File: config.mk
export PLATFORM = sky130hd
export DESIGN_NAME = mem_stage
export DESIGN_NICKNAME = d
export VERILOG_FILES = /design/src/rtl/mem_stage.sv
export SDC_FILE = /design/constraint.sdc
export NUM_CORES = 1
export LEC_CHECK = 0
export ABC_AREA = 1
export BUFFER_PORTS_ARGS = -buffer_cell sky130_fd_sc_hd__buf_2
export CAP_MARGIN = 0
export CORE_MARGIN = 5
export CORE_UTILIZATION = 52
export DETAILED_ROUTE_END_ITERATION = 10
export PLACE_DENSITY = 0.91
export SETUP_SLACK_MARGIN = 0.15
export SLEW_MARGIN = 20
export SYNTH_ARGS = -nofsm -noshare
export SYNTH_HDL_FRONTEND = slang
export SYNTH_SLANG_ARGS = --single-unit
File: constraint.sdc
create_clock -name clk -period 4.3 [get_ports clk]
set_input_delay 0.86 -clock clk [delete_from_list [all_inputs] [get_ports clk]]
set_output_delay 0.86 -clock clk [all_outputs]
set_load 0.01 [all_outputs]
File: src/rtl/mem_stage.sv
// Memory-access pipeline stage: owns the EX/MEM register, aligns/extends load
// data from the data SRAM and drives the MEM-to-WB and MEM-to-ID bypass buses.
// A small IDLE/WAIT/HOLD FSM covers variable read latency and WB back-pressure.
//
// Ports:
//   clk, rst            clock (rising edge), asynchronous active-high reset
//   stall[5:0]          controller stall vector; [3] freezes EX/MEM, [4] freezes MEM/WB
//   ex_to_mem_bus       {pc, data_ram_en, data_ram_wen, ld_type, sel_rf_res, rf_we, rf_waddr, ex_result}
//   data_sram_rdata     read data, meaningful only with data_sram_rvalid
//   data_sram_rvalid    single-cycle read-response strobe
//   mem_to_wb_bus       {pc, rf_we, rf_waddr, rf_wdata}
//   mem_to_id_bus       bypass {rf_we, rf_waddr, rf_wdata}
//   stallreq_mem        asks the controller to stall stages 0..4 while load data is outstanding
module mem_stage #(
    parameter int EX_TO_MEM_WD = 79,
    parameter int MEM_TO_WB_WD = 70,
    parameter int MEM_TO_ID_WD = 38,
    parameter int StallBus     = 6
) (
    input  logic                    clk,
    input  logic                    rst,
    input  logic [StallBus-1:0]     stall,
    input  logic [EX_TO_MEM_WD-1:0] ex_to_mem_bus,
    input  logic [31:0]             data_sram_rdata,
    input  logic                    data_sram_rvalid,
    output logic [MEM_TO_WB_WD-1:0] mem_to_wb_bus,
    output logic [MEM_TO_ID_WD-1:0] mem_to_id_bus,
    output logic                    stallreq_mem
);

    typedef enum logic [1:0] {S_IDLE, S_WAIT, S_HOLD} state_e;

    logic [EX_TO_MEM_WD-1:0] ex_mem_q, ex_mem_d;
    state_e                  state_q, state_d;
    logic [31:0]             hold_buf_q, hold_buf_d;

    // Only the EX/MEM and MEM/WB stall bits matter here.
    logic unused_stall_bits;
    assign unused_stall_bits = ^{stall[StallBus-1:5], stall[2:0]};

    // Field decode of the registered EX/MEM bus.
    logic [31:0] pc;
    logic        data_ram_en;
    logic [3:0]  data_ram_wen;
    logic [2:0]  ld_type;
    logic        sel_rf_res;
    logic        rf_we;
    logic [4:0]  rf_waddr;
    logic [31:0] ex_result;

    assign {pc, data_ram_en, data_ram_wen, ld_type, sel_rf_res,
            rf_we, rf_waddr, ex_result} = ex_mem_q;

    logic is_load;
    assign is_load = data_ram_en & (data_ram_wen == 4'b0000) & sel_rf_res;

    // Byte lane from addr[1:0], halfword from addr[1]; unknown ld_type codes read as LW.
    function automatic logic [31:0] align_load(input logic [2:0]  t,
                                               input logic [1:0]  a,
                                               input logic [31:0] d);
        logic [7:0]  b;
        logic [15:0] h;
        case (a)
            2'd0:    b = d[7:0];
            2'd1:    b = d[15:8];
            2'd2:    b = d[23:16];
            default: b = d[31:24];
        endcase
        h = a[1] ? d[31:16] : d[15:0];
        case (t)
            3'b001:  align_load = {{24{b[7]}}, b};
            3'b010:  align_load = {24'd0, b};
            3'b011:  align_load = {{16{h[15]}}, h};
            3'b100:  align_load = {16'd0, h};
            default: align_load = d;
        endcase
    endfunction

    // Once parked in HOLD the SRAM may have moved on, so read from the buffer.
    logic [31:0] load_src;
    logic [31:0] rf_wdata;
    assign load_src = (state_q == S_HOLD) ? hold_buf_q : data_sram_rdata;
    assign rf_wdata = is_load ? align_load(ld_type, ex_result[1:0], load_src) : ex_result;

    assign stallreq_mem = is_load & ~data_sram_rvalid & (state_q != S_HOLD);

    // Never forward or write back a load whose data has not arrived yet.
    logic rf_we_eff;
    assign rf_we_eff = rf_we & ~stallreq_mem;

    assign mem_to_wb_bus = {pc, rf_we_eff, rf_waddr, rf_wdata};
    assign mem_to_id_bus = {rf_we_eff, rf_waddr, rf_wdata};

    // EX/MEM register: bubble when EX/MEM stalls but MEM/WB drains.
    always_comb begin
        ex_mem_d = ex_mem_q;
        if (stall[3] && !stall[4]) begin
            ex_mem_d = '0;
        end else if (!stall[3]) begin
            ex_mem_d = ex_to_mem_bus;
        end
    end

    always_comb begin
        state_d    = state_q;
        hold_buf_d = hold_buf_q;
        case (state_q)
            S_IDLE: begin
                if (is_load && !data_sram_rvalid) begin
                    state_d = S_WAIT;
                end else if (is_load && data_sram_rvalid && stall[4]) begin
                    state_d    = S_HOLD;
                    hold_buf_d = data_sram_rdata;
                end
            end
            S_WAIT: begin
                if (is_load && data_sram_rvalid && stall[4]) begin
                    state_d    = S_HOLD;
                    hold_buf_d = data_sram_rdata;
                end else if (data_sram_rvalid && !stall[4]) begin
                    state_d = S_IDLE;
                end
            end
            S_HOLD: begin
                if (!stall[4]) begin
                    state_d = S_IDLE;
                end
            end
            default: state_d = S_IDLE;
        endcase
    end

    always_ff @(posedge clk or posedge rst) begin
        if (rst) begin
            ex_mem_q   <= '0;
            state_q    <= S_IDLE;
            hold_buf_q <= '0;
        end else begin
            ex_mem_q   <= ex_mem_d;
            state_q    <= state_d;
            hold_buf_q <= hold_buf_d;
        end
    end

    // A load parked in WAIT/HOLD relies on the controller freezing EX/MEM.
    a_load_frozen: assert property (@(posedge clk) disable iff (rst)
        ((state_q != S_IDLE) && (stallreq_mem || stall[4])) |-> stall[3]);

endmodule

==> results.cfg <==
[worst_setup_path]
crit_type = register to primary output
path_cells = inv_2, nor2_4, nand2_2, nand4_1, nand3_2, nand3_1, nand2_1, inv_1, buf_2
end_kind = primary output
critPathArrivalTime_ns = 2.72
worstSetupStartpointType = register
cp_max_fo = 24
cp_slowest_cell = dfrtp_1
critPathBufInv = 3
cp_top_family = simple AND/OR/NAND/NOR gates
slowest_delay_ns = 0.50
required_ns = 3.44

[finish]
multiInputGateArea_mm2 = 0.00252
area_delta_synth_final_pct = 17.7
seq_area_mm2 = 0.00283
finalNonFillerCells = 1292
fillerInstances = 1176
antenna_cells = 0
nets = 1223
drive_gt1_frac = 0.251

[synth]
synth-edff-count = 0
synth_most_common_cell = nand2_1
yosys_warnings = 0
synth_top_area_cell = dfrtp_1
netlist_top_cells_area = dfrtp_1, nand2_1, inv_1, buf_4, nand3_1
synth_top_area_share = 0.408
yosys-top-cells-count = nand2_1, inv_1, dfrtp_1
synthArstFlopShare = 1.00
syn_nets = 1100
synth_cells = 980
ys_ff_latch = 113
synth-main-ff-cell = dfrtp_1
syn-cell-area_mm2 = 0.00693
post_synth.cell_area_avg_um2 = 7.07
synth_cell_type_count = 31
yosysSeqAreaShare = 0.408

[timing]
grt_setup_unrepaired = no
tightest_slew_ns = 0.780
min_period_ns = 3.58
setup_ws_ns = 0.715
clock_skew_ns = 0.00596
tns_ns = 0
hold_ws_ns = 0.481
hold_violations = 0
max_freq_mhz = 279
period_share = 0.834
setup_viol = 0
slew_headroom = 0.480
slew_viol_final = 0

[pwr]
peakVddDrop_mv = 0.348
total_power_mw = 3.25
power_leakage_nw = 4.85
p_per_area_mw_per_mm2 = 398

[floorplanning]
die-area_mm2 = 0.0157
die_h_um = 125
die_x_um = 125
std_cell_rows = 42
core-area_mm2 = 0.0131
ios = 229
start_util = 0.527

[clock_tree]
clk_latency_ns = 0.41
clk_pin_slew_ns = 0.05
htreeDepth = 4
cts_tree = yes
postCtsHoldBufs = 0
post_cts_resized = 0
cts.sinks = 113
root_buffer = clkbuf_16
cts_buffer_depth = 2
postCtsSetupRepairBufs = 0
cts_made_buffers = 17

[placement]
place_hpwl_um = 13700
gp_congestion = 0.899
pre_cts_slack_ns = 1.15
numPlacedInstances = 1260
portBuffers = 224

[global_routing]
grt_pass1_vias = 6522
grt_usage = 0.245
grt_pass1_wl_um = 31200
grt_max_degree = 78
overflow = 0
antenna_found_initial = 1

[detailed_routing]
ant_nets = 0
drtIter0Drc = 565
first_pass_iters = 5
drt-total-wl_um = 19200
wl_per_cell_um = 14.9
via_per_inst = 5.12
routed-via-count = 6616
drc = 0

[run]
drv_cap = 0

[run_status]
outcome = finished clean

[min_path]
min_path_type = register to register
worst min-delay path, cell delays in order, from the launching register on:
cell and delay, ns:
dfrtp_1 0.34, nand2_1 0.05, o21ai_0 0.06
path summary, 6_finish.rpt:
path,to,cells past startpoint,start,slack [ns]
setup reg to reg,hold_buf_q[20],9,ex_mem_q[43],1.78
hold reg to reg,hold_buf_q[16],2,hold_buf_q[16],0.48
setup / recovery,mem_to_wb_bus[14],9,state_q[1],0.72
max in group asynchronous,ex_mem_q[12],3,rst,2.98
min in group asynchronous,ex_mem_q[55],2,rst,0.56
hold / removal,hold_buf_q[16],2,hold_buf_q[16],0.48
report_power, final:
| group | internal, mW | switching, mW | total (mW) |
|---|---|---|---|
| sequential | 1.16 | 0.0488 | 1.21 |
| clock | 0.974 | 0.507 | 1.48 |
| combinational | 0.207 | 0.350 | 0.557 |
cell families after synthesis:
group | Yosys count | synth area share
compound gates | 165 | 0.131
flops | 113 | 0.408
simple gates | 371 | 0.232
buf+inv | 331 | 0.229
placed cells by master, fill, tap and decap left out, types with 2 or more instances in the layout:
master,n
nor3_1,5
nand3_2,4
inv_2,3
nand2_2,2
nand3_1,98
nor2_1,30
nand4_1,5
dfrtp_1,113
nand2_1,220
buf_4,9
o21ai_0,92
o22ai_1,40
a21oi_1,22
inv_1,198
a21boi_1,5
clkbuf_16,17
buf_2,223
o211ai_1,3
clkbuf_8,4
clkinvlp_4,5
bufinv_16,3
clkinv_4,3
stage by stage:
step	utilization	instance area (um2)
floorplan	-	6930
global placement	0.572	7510
detailed placement	0.572	7510
CTS	0.620	8150
global route	0.620	8150
finish	0.620	8150
layout make-up:
| cell class | count | area share |
|---|---|---|
| well taps | 176 | 0.0270 |
| multi-input cells | 536 | 0.309 |
| repair buffers | 232 | 0.145 |
| clock inverters | 11 | 0.0189 |
| clock buffers | 21 | 0.0590 |
| flip-flops and latches | 113 | 0.347 |
| inverters | 203 | 0.0941 |
per-layer routing:
layer	part of all wire	GRT usage	vias to the layer above
met5	0.00036	0	-
met4	0.031	0.0880	2
met3	0.094	0.0780	50
met2	0.49	0.418	348
met1	0.38	0.291	2994
li1	-	-	3222
sequential cells by signal, summed over array words and instances (netlist names):
name        flops
ex_mem_q       79
hold_buf_q     32
state_q         2
Power figures use the tool's default switching activity.
